File: config.mk
export PLATFORM = sky130hd
export DESIGN_NAME = mem_port_arbiter
export DESIGN_NICKNAME = d
export VERILOG_FILES = /design/src/rtl/mem_port_arbiter.sv
export SDC_FILE = /design/constraint.sdc
export NUM_CORES = 1
export LEC_CHECK = 0
export CORE_AREA = 5 5 125 127
export CTS_CLUSTER_DIAMETER = 80
export DETAILED_ROUTE_END_ITERATION = 6
export DIE_AREA = 0 0 130 132
export SLEW_MARGIN = 20
export SYNTH_ARGS = -nofsm -noshare
export SYNTH_HDL_FRONTEND = slang
export SYNTH_SLANG_ARGS = --single-unit
File: constraint.sdc
create_clock -name clk -period 4.4 [get_ports clk]
set_input_delay 0.66 -clock clk [delete_from_list [all_inputs] [get_ports clk]]
set_output_delay 0.66 -clock clk [all_outputs]
set_load 0.01 [all_outputs]
File: src/rtl/mem_port_arbiter.sv
// mem_port_arbiter: round-robin two-port arbiter with ownership lock in front of a 1-cycle-read memory.
// Optional MEM_PORT_ARB_PERF_EN adds saturating conflict / lock-stall counters.
module mem_port_arbiter #(
    parameter int ADDR_W = 32,
    parameter int DATA_W = 32
) (
`ifdef MEM_PORT_ARB_PERF_EN
    output logic [31:0]       perf_conflicts,
    output logic [31:0]       perf_lock_stall,
`endif
    input  logic              clk,
    input  logic              rst,
    input  logic              a_req,
    input  logic              a_we,
    input  logic              a_lock,
    input  logic [ADDR_W-1:0] a_addr,
    input  logic [DATA_W-1:0] a_wdata,
    output logic              a_gnt,
    output logic              a_rvalid,
    output logic [DATA_W-1:0] a_rdata,
    input  logic              b_req,
    input  logic              b_we,
    input  logic              b_lock,
    input  logic [ADDR_W-1:0] b_addr,
    input  logic [DATA_W-1:0] b_wdata,
    output logic              b_gnt,
    output logic              b_rvalid,
    output logic [DATA_W-1:0] b_rdata,
    output logic              r_en,
    output logic [ADDR_W-1:0] r_addr,
    input  logic [DATA_W-1:0] r_data,
    output logic              w_en,
    output logic [ADDR_W-1:0] w_addr,
    output logic [DATA_W-1:0] w_data
);
    localparam logic [1:0] LK_NONE = 2'd0, LK_A = 2'd1, LK_B = 2'd2;
    logic [1:0]        lk;
    logic              last, rd_pend, rd_port, gnt, we, lock;
    logic [ADDR_W-1:0] addr;
    always_comb begin
        // last=1 means B was granted most recently, so A wins the next tie
        a_gnt    = !rst && a_req && (lk == LK_A || (lk == LK_NONE && (!b_req || last)));
        b_gnt    = !rst && b_req && (lk == LK_B || (lk == LK_NONE && (!a_req || !last)));
        gnt      = a_gnt || b_gnt;
        we       = b_gnt ? b_we : a_we;
        lock     = b_gnt ? b_lock : a_lock;
        addr     = b_gnt ? b_addr : a_addr;
        r_en     = gnt && !we;
        w_en     = gnt && we;
        r_addr   = r_en ? addr : '0;
        w_addr   = w_en ? addr : '0;
        w_data   = w_en ? (b_gnt ? b_wdata : a_wdata) : '0;
        a_rvalid = !rst && rd_pend && !rd_port;
        b_rvalid = !rst && rd_pend && rd_port;
        a_rdata  = a_rvalid ? r_data : '0;
        b_rdata  = b_rvalid ? r_data : '0;
    end
    always_ff @(posedge clk) begin
        if (rst) begin
            lk      <= LK_NONE;
            last    <= 1'b1;
            rd_pend <= 1'b0;
            rd_port <= 1'b0;
        end else begin
            rd_pend <= r_en;
            if (r_en) rd_port <= b_gnt;
            if (gnt) begin
                last <= b_gnt;
                lk   <= lock ? (b_gnt ? LK_B : LK_A) : LK_NONE;
            end
        end
    end
`ifdef MEM_PORT_ARB_PERF_EN
    always_ff @(posedge clk) begin
        if (rst) begin
            perf_conflicts  <= '0;
            perf_lock_stall <= '0;
        end else begin
            if (a_req && b_req && lk == LK_NONE && perf_conflicts != '1)
                perf_conflicts <= perf_conflicts + 32'd1;
            if (((lk == LK_A && b_req) || (lk == LK_B && a_req)) && perf_lock_stall != '1)
                perf_lock_stall <= perf_lock_stall + 32'd1;
        end
    end
`endif
endmodule

# Word level (Yosys, flattened, before mapping)
# Cells that the tools add are included.
[word_totals]
ff_bits = 5
latchBits = 0
mem_bits_rw = 0
rom_bits = 0
input_bits = 168
output_inout_bits = 166
elab_cells = 40
n_memories = 0
[classes]
addsub = 0
multipliers = 0
div = 0
order_cmp = 0
eq_ne = 2
shifts = 0
n_mux = 11
n_bitwise = 0
reduce_logical = 23
[op_table]
columns = ["op", "count"]
rows = [
  ["32-bit two-way mux", 7],
  ["1-bit logical AND", 11],
  ["1-bit logical NOT", 6],
  ["1-bit logical OR", 5],
  ["2-bit two-way mux", 2],
  ["2-bit by 1-bit equality test with 1-bit output (second input constant)", 1],
  ["2-bit equality test (second input constant)", 1],
  ["2-bit logical NOT", 1],
  ["1-bit two-way mux", 2],
]

# Depth between registers and ports, before layout
# Gate-level depths: netlist of run 1.
[depth]
word_depth = 9
mapped_depth = 5
mapped_depth_nobuf = 3

# Worst setup path after synthesis of run 1
# OpenSTA, ideal clock, no wires.
[synth_path]
kind = "input to output"
start = "input port rst"
end = "output port r_addr[10]"
t_arrival_ps = 1668
t_required_ps = 3740
setup_slack_ps = 2072
path_stages = 4
n_path_buf = 2
cell_sequence = "buf_2 > nor4_4 > buf_6 > a22o_1"
[synth_via]
elab_chain_cells = 7
word_cells_on_any_way = 11
classes_between = "mux (3); reduce/logical (8)"
[synth_rtl]
columns = ["item", "line_no", "source"]
rows = [
  ["from (decl)", "12", "input logic rst,"],
  ["1-bit logical NOT (*)", "42, 43", ""],
  ["1-bit logical AND (2 in a row)", "43", "b_gnt = !rst && b_req && (lk == LK_B || (lk == LK_NONE && (!a_req || !last)));"],
  ["1-bit two-way mux", "45", "we = b_gnt ? b_we : a_we;"],
  ["1-bit logical NOT", "48", "r_en = gnt && !we;"],
  ["1-bit logical AND", "48", ""],
  ["32-bit two-way mux (*)", "50", "r_addr = r_en ? addr : '0;"],
  ["to (decl)", "30", "output logic [ADDR_W-1:0] r_addr,"],
]
# Mark *: on every way between the ends. The rest lies on a longest branch, timed or not.

# Final worst setup path of run 1
[layout_path]
start = "input port rst"
end = "output port w_data[30]"
[layout_via]
elab_chain_cells = 6
word_cells_on_any_way = 10
classes_between = "mux (3); reduce/logical (7)"
[layout_rtl]
columns = ["item", "line_no", "source"]
rows = [
  ["1-bit logical NOT (*)", "42, 43", ""],
  ["1-bit logical AND, on equally long branches (2 in a row)", "43, 42", ""],
  ["1-bit two-way mux / 1-bit logical OR (equally long branches)", "45, 44", ""],
  ["1-bit logical AND", "49", "w_en = gnt && we;"],
  ["32-bit two-way mux (*)", "52", "w_data = w_en ? (b_gnt ? b_wdata : a_wdata) : '0;"],
  ["to (decl)", "34", "output logic [DATA_W-1:0] w_data"],
]
# Marked as above.

==> results of run 1 <==
==> cells in the final DEF (no fill, tap or decap), drive strengths merged <==
master | netlist | routed
nor3b | 2 | 2
nor4 | 2 | 2
inv | 2 | 2
and3b | 1 | 1
nand2b | 3 | 3
nor4b | 2 | 2
and2 | 64 | 64
dfxtp | 5 | 5
o221a | 2 | 2
o311ai | 1 | 1
clkbuf | 6 | 4
and3 | 1 | 1
a211o | 1 | 1
a21oi | 2 | 2
clkdlybuf4s50 | 0 | 333
nor3 | 2 | 2
a22o | 96 | 96
or2 | 3 | 3
buf | 21 | 6
==> through the flow <==
step           power (µW)  instance area (µm²)   util  hold slack, ns  cells
2_1_floorplan         188                 1810      -           0.480    216
3_3_place_gp          480                 5220  0.365           0.508    712
3_5_place_dp          481                 5220  0.365           0.525    712
4_1_cts               637                 5300  0.370           0.538    716
5_1_grt               660                 5300  0.370           0.585    716
6_report              629                 5300  0.370           0.540    716
==> routing by layer <==
metal  GRT usage  vias to the layer above  wire, µm  share of wire
met3      0.0409                       17      1470           0.10
met1       0.165                     1448      5260           0.37
li1            -                     1481         -              -
met2       0.291                      211      7370           0.51
met5           0                        -         0              0
met4      0.0352                        0       276          0.019
==> how the worst max path moves through the flow <==
stage                 endpoint  slack, ns  start
finish              w_data[30]       0.65    rst
floorplan           r_addr[10]       2.07    rst
CTS                 w_data[30]       0.60    rst
global route        w_data[30]       0.53    rst
global placement    w_data[30]       0.69    rst
detailed placement  w_data[30]       0.64    rst
==> registers in the layout (all words and copies together) (netlist names) <==
| name | flops |
|---|---|
| lk | 2 |
| last | 1 |
| rd_pend | 1 |
| rd_port | 1 |
==> cell families (layout without fill, tap and decap cells) <==
kind of cell | after synthesis | after routing | synth area share
simple gates | 80 | 80 | 0.326
flops | 5 | 5 | 0.0553
compound gates | 102 | 102 | 0.492
buf+inv | 29 | 345 | 0.126
==> power breakdown <==
part | switching, µW | internal (µW) | total, µW
clock network | 29.8 | 120 | 150
registers | 3.80 | 49.6 | 53.4
logic | 152 | 273 | 425
==> cell type report <==
cell class	count	share of cell area
repair buffers	339	0.642
inverters	2	0.00142
well taps	184	0.0434
flip-flops and latches	5	0.0189
multi-input cells	182	0.279
clock buffers	4	0.0149
==> impl_metrics.ini, run 1 <==
[timing]
layout_min_cycle_time_ns = 3.75
relSlewSlack = 0.570
skew_ns = 0.000510
tightest_slew_ns = 0.644
slew_violations = 0
period_share = 0.852
rsz0062_at_grt = no
postLayoutSetupSlackWorst_ns = 0.651
setup_tns_ns = 0
fmax_mhz = 267
finalSetupViolCount = 0
hold_viol = 0

[synth]
async_flop_share = 0
syn-cell-area_mm2 = 0.00181
syn_inst = 216
yosysMostFrequentCell = a22o_1
ys_seq_area_frac = 0.0553
synth.top_cell.area_share = 0.464
synth_common_cells = a22o_1 (96), and2_1 (64), buf_6 (15)
synth_cell_types = 22
avgSynthCellArea_um2 = 8.38
ys_ff_latch = 5
yosysWarnings = 0
synth_area_leaders = a22o_1 (46%), and2_1 (22%), buf_6 (9.3%), dfxtp_1 (5.5%), nor4b_4 (2.6%)
yosysTopAreaCell = a22o_1
synth_ff_type = dfxtp_1
synth-edff-count = 0
syn_nets = 384

[worst_setup_path]
path_common_cell = clkdlybuf4s50_1
crit_type = in -> out
path_delay_family = buffers and inverters
reg2reg_to = rd_pend$_SDFF_PP0_
path_depth = 5
critPathBufInv = 3
end_kind = primary output
crit_path_top_delay_cell = clkdlybuf4s50_1
critPathMaxStageDelay_ns = 0.73
timing.rr.start = last$_SDFFE_PP1P_
path_cells = clkdlybuf4s50_1 > nor4b_4 > buf_12 > a22o_1 > clkdlybuf4s50_1
start_kind = input port
r2r_cells = 4
r2r_setup_slack_ns = 2.95
required_ns = 3.74
critPathArrivalTime_ns = 3.09
crit_fanout = 65

[status]
status = finished clean

[worst_hold_path]
worstHoldEndpoint = lk[1]$_SDFFE_PP0P_
hold_depth = 1
hp-start = lk[1]$_SDFFE_PP0P_
hold_path_class = reg -> reg

[die]
initial_core_util = 0.126
dieArea_mm2 = 0.0172
dieHeight_um = 132
die_w_um = 130
core_area_mm2 = 0.0143
fp-row-count = 44
io_pins = 334

[drt]
wire_per_inst_um = 20.1
routed_wl_um = 14400
drt_iter0_markers = 117
firstDrtPassIters = 4
drc = 0
viasPerCell = 4.41
antenna_left = 0
vias = 3157

[finish]
regArea_um2 = 100
multi_input_area_mm2 = 0.00148
drive_gt1_frac = 0.0376
fill_cells = 1473
area_growth_pct = 193
fin_nets = 701
n_antenna_cell = 0

[cts]
clockBufferDepth = 2
path_clk_slew_ns = 0.03
root_buffer = clkbuf_16
cts_buffers = 3
clock-sinks = 5
cts_tree = yes
cts_hold_buffers = 0
h-tree-depth = 1
clk-insertion-delay-late_ns = 0.23
cts_resized = 0
cts_setup_buffers = 0

[run]
drv_cap = 0

[global_routing]
grt-ovfl-total = 0
first_global_vias = 3418
grt_pass1_wl_um = 20500
grtUsageTotal = 0.153
grt_max_degree = 66
antenna_found_initial = 0

[place]
hpwlAfterDp_um = 12100
place.gp.congestion = 0.819
place_ws_ns = 0.636
port_buffers = 333

[power_and_ir_drop]
p_per_area_mw_per_mm2 = 119
p_leak_uw = 0.00195
ir_drop_v = 0.0000919
Power figures use the tool's default switching activity.
==> run 2, diff against run 1 <==
--- a/config.mk
+++ b/config.mk
@@ -5,10 +5,11 @@
 export SDC_FILE = /design/constraint.sdc
 export NUM_CORES = 1
 export LEC_CHECK = 0
-export CORE_AREA = 5 5 125 127
+export CORE_AREA = 5 5 128 130
 export CTS_CLUSTER_DIAMETER = 80
+export CTS_CLUSTER_SIZE = 14
 export DETAILED_ROUTE_END_ITERATION = 6
-export DIE_AREA = 0 0 130 132
+export DIE_AREA = 0 0 133 135
 export SLEW_MARGIN = 20
 export SYNTH_ARGS = -nofsm -noshare
 export SYNTH_HDL_FRONTEND = slang
==> constraint.sdc (replaced) <==
create_clock -name clk -period 3.6 [get_ports clk]
set_input_delay 0.54 -clock clk [delete_from_list [all_inputs] [get_ports clk]]
set_output_delay 0.54 -clock clk [all_outputs]
set_load 0.01 [all_outputs]
==> run 2 against run 1 <==
Via count is 0.82% lower. Non-clock buffer count is 3 higher. Worst hold slack worse by 0.025 ns. Combinational power is 22% higher. Final cell count is 0.98% higher. Final area is 0.99% higher. Sequential share of layout area hardly changed. Die area is 4.6% higher. Largest cell class unchanged. Sequential cell count stayed put. Register-to-register slack worse by 0.66 ns.
==> impl_metrics.ini, run 2 (synthesis gave the netlist of run 1 again) <==
[cts]
clock-sinks = 5
cts_tree = yes
cts_buffers = 3
path_clk_slew_ns = 0.03
clockBufferDepth = 2
cts_hold_buffers = 0
root_buffer = clkbuf_16
cts_setup_buffers = 0
h-tree-depth = 1
clk-insertion-delay-late_ns = 0.23
cts_resized = 0

[timing]
skew_ns = 0.00115
layout_min_cycle_time_ns = 3.22
relSlewSlack = 0.774
slew_violations = 0
tightest_slew_ns = 0.335
period_share = 0.895
finalSetupViolCount = 0
setup_tns_ns = 0
fmax_mhz = 311
rsz0062_at_grt = no
hold_viol = 0

[finish]
fin_nets = 704
n_antenna_cell = 0
fill_cells = 1545
most-common-layout-cells = clkdlybuf4s50_1 (333), a22o_1 (96), and2_1 (64)
regArea_um2 = 100
multi_input_area_mm2 = 0.00148
largest_reg_flops = 2
drive_gt1_frac = 0.0430
layout_commonest_cell = clkdlybuf4s50_1
utilization = 0.356
largest_register = lk
area_growth_pct = 196

[drt]
firstDrtPassIters = 4
wire_per_inst_um = 18.1
antenna_left = 0
vias = 3131
drt_iter0_markers = 89
drc = 0
viasPerCell = 4.33
routed_wl_um = 13100

[worst_setup_path]
critPathArrivalTime_ns = 2.68
required_ns = 3.06
path_common_cell = clkdlybuf4s50_1
start_kind = input port
crit_path_top_delay_cell = clkdlybuf4s50_1
end_kind = primary output
crit_fanout = 21
critPathMaxStageDelay_ns = 0.56
path_cells = clkdlybuf4s50_1 > nand2b_1 > nor4b_4 > buf_4 > a22o_1 > clkdlybuf4s50_1
path_delay_family = buffers and inverters
critPathBufInv = 3
crit_type = in -> out

[status]
status = finished clean

[global_routing]
first_global_vias = 3288
grt-ovfl-total = 0
grt_pass1_wl_um = 18900
antenna_found_initial = 0
grtUsageTotal = 0.130
grt_max_degree = 45

[die]
io_pins = 334
dieHeight_um = 135
initial_core_util = 0.120
core_area_mm2 = 0.0150
die_w_um = 133
fp-row-count = 45
dieArea_mm2 = 0.0180

[power_and_ir_drop]
p_per_area_mw_per_mm2 = 143
ir_drop_v = 0.0000966
p_leak_uw = 0.00198

[run]
drv_cap = 0

[place]
place.gp.congestion = 0.884
port_buffers = 333
hpwlAfterDp_um = 11100

[worst_hold_path]
hold_path_class = reg -> reg
[run 2: final timing paths]
path              slack [ns]                  from  cells past startpoint                    to
setup / recovery        0.38                 b_req                      6            w_data[28]
hold / removal          0.52  rd_port$_SDFFE_PP0P_                      2  rd_port$_SDFFE_PP0P_
setup reg to reg        2.29     last$_SDFFE_PP1P_                      4    rd_pend$_SDFF_PP0_
hold reg to reg         0.52  rd_port$_SDFFE_PP0P_                      2  rd_port$_SDFFE_PP0P_
[run 2: area by class of cell]
type,instances,share of cell area
clock buffers,4,0.0147
inverters,2,0.00140
flip-flops and latches,5,0.0187
well taps,188,0.0439
repair buffers,342,0.645
multi-input cells,182,0.277
[run 2: per-layer routing]
metal / part of all wire / global-route usage / vias up
met5: 0 / 0 / -
met4: 0.0077 / 0.0225 / 0
met3: 0.098 / 0.0395 / 10
met2: 0.53 / 0.253 / 211
met1: 0.36 / 0.138 / 1429
li1: - / - / 1481
[run 2: where the power goes]
group	internal [µW]	switching, µW	total [µW]
sequential	60.6	4.84	65.5
clock	146	33.6	180
combinational	338	180	518
total	545	218	763
[run 2: through the flow]
step                      setup WS, ns  cell area, µm²  power [µW]  instances  hold slack (ns)
after floorplan                   1.51            1810         230        216            0.480
after global placement           0.410            5280         582        719            0.515
after detailed placement         0.369            5280         587        719            0.522
after CTS                        0.367            5350         773        723            0.525
after global routing             0.292            5350         801        723            0.563
final                            0.380            5350         763        723            0.515
[run 2: worst min-delay path, cell delays in order (launching register included)]
cell and delay (ns):
dfxtp_1 0.31, o311ai_0 0.10, nand2b_1 0.06
==> edit: new RTL, config.mk and constraints of run 2 <==
The option `MEM_PORT_ARB_PERF_EN` is turned on by a define.
--- a/src/rtl/mem_port_arbiter.sv
+++ b/src/rtl/mem_port_arbiter.sv
@@ -1,4 +1,6 @@
 // mem_port_arbiter: round-robin two-port arbiter with ownership lock in front of a 1-cycle-read memory.
 // Optional MEM_PORT_ARB_PERF_EN adds saturating conflict / lock-stall counters.
+`define MEM_PORT_ARB_PERF_EN
+
 module mem_port_arbiter #(
     parameter int ADDR_W = 32,
Formal check against the unedited RTL (old outputs only; new: perf_conflicts and perf_lock_stall): equivalent (equiv_simple and equiv_induct, registers matched by name and starting in step).
==> edit against run 2 <==
The run now ends with negative setup slack left. Final area rose by 84%. Largest cell class unchanged. Area after synthesis rose to 2.9 times the old value. Worst setup slack lost 0.40 ns. Via count increased by 140%. Register-to-register slack worse by 1.3 ns. Largest power group is now clock. Die area stayed put. Wire length grew to 2.5 times the old value. Total power rose to 3.4 times the old value. Sequential power grew to 12 times the old value. Utilization is 30 points higher. Fmax shrank 11%. Sequential cell count increased by 64.
==> edit: results (changes against run 2) <==
metric,value,unit,change
status,finished with violations,,
violations,negative setup slack,,
arrival,3.08,ns,+0.40 ns
leakagePower,3.580,nW,+81%
ys_top_cells_by_area,"dfxtp_1 26%, and2_1 7.8%, a21oi_1 7.6%, nand2_1 6.9%, nor2_1 6.8%",,
met2_length,14.67,mm,+110%
cp_max_fo,64,,+200%
setup_viol,2,,+2
grt_max_degree,65,,+44%
wl_per_cell,24.91,um,+38%
layout_setup_ws,-0.01692,ns,-0.3966 ns
grt_pass1_wl,45.24,mm,+140%
place.gp.congestion,1.022,,+16%
n_fill_cell,1361,,-12%
yosys.area_share.adder,0.004790,,+0.004790
max_slew.worst_pin.slew,0.7956,ns,+0.4603 ns
portBuffers,397,,+19%
cp_slowest_cell,mux2i_1,,
r2r_cells,6,,+2
yosysSeqAreaShare,0.2644,,+0.2091
detail_route.vias_per_cell,5.605,,+29%
synth_xor_area_frac,0.01844,,+0.01844
synth-compound-area-share,0.1823,,-0.3098
clk_pin_slew,0.05,ns,+0.02 ns
synth_nets,902,,+130%
fin_setup_tns,-0.03173,ns,-0.03173 ns
fin_skew,0.01008,ns,+0.008931 ns
grtUsageTotal,0.3398,,+0.2099
vias,7387,,+140%
wl_met1,12.85,mm,+170%
dr.max_layer_used,met5,,
insertion_delay,0.34,ns,+0.11 ns
ys_warn_count,0,,unchanged
drt_iter0_drc,845,,+850%
hp-start,last,,
hpwl,27.50,mm,+150%
max_stage_delay,0.73,ns,+0.17 ns
ctsHtreeMaxLevel,3,,+2
vdd_drop_max,0.0002456,V,+150%
fin_util,0.6570,,+0.3009
dpl_worst_slack,-0.09049,ns,-0.4591 ns
wl_met3,4.530,mm,+250%
grt_pass1_vias,6527,,+99%
cts_buffers,9,,+6
synth.area.mux_share,0.06994,,+0.06994
synthDistinctLibCells,61,,+180%
dpl.cell_count,1298,,+81%
synthCells,732,,+240%
ys_top_cells_by_count,"96 x nand2_1, 94 x nor2_1, 79 x a21oi_1",,
drive_gt1_frac,0.07010,,+0.02711
antenna_found_initial,3,,+3
critPathLaunch,a_req,,
worstReg2RegStart,lk[0],,
==> edit: cells by family after synthesis <==
kind of cell | count (synthesis)
xor gates and xnor gates | 11
adders and majority gates | 2
muxes | 36
buffers and inverters | 59
and+or+nand+nor | 404
DFF | 69
AOI/OAI and AO/OA | 151
==> edit: cell type report <==
| cell class | instances | share of cell area |
|---|---|---|
| Multi-Input combinational cell | 605 | 0.3676 |
| Antenna cell | 3 | 0.0007601 |
| Inverter | 15 | 0.005701 |
| Tap cell | 188 | 0.02382 |
| Timing Repair Buffer | 422 | 0.4254 |
| Clock buffer | 10 | 0.02318 |
| Clock inverter | 6 | 0.01368 |
| Sequential cell | 69 | 0.1399 |
==> edit: what timing repair did <==
item	in CTS	in global routing
resized for setup	2	5
pin swaps	0	1
hold buffers	0	0
cloned	0	1
endpoints found under the setup margin	1	11
==> edit: final timing paths <==
kind | slack [ns] | end
worst min register to register | 0.50 | last
worst max-delay path | -0.02 | r_addr[3]
worst max register to register | 1.03 | perf_conflicts[20]
worst min-delay path | 0.50 | last
==> edit: worst min-delay path, cell delays in order (launching register included) <==
cell and delay, ns:
dfxtp_1 0.35, a21oi_1 0.07, nand2_1 0.06
==> edit: where the power goes <==
| group | leakage (nW) | switching (W) | internal [W] |
|---|---|---|---|
| registers | 0.557 | 0.00000977 | 0.000770 |
| clock network | 0.169 | 0.000354 | 0.000747 |
| logic | 2.85 | 0.000319 | 0.000359 |
==> edit: per-layer routing <==
metal | GRT usage | up-vias
met5 | 0 | -
met1 | 0.4430 | 3461
li1 | - | 3388
met2 | 0.5251 | 491
met4 | 0.09700 | 2
met3 | 0.1278 | 45
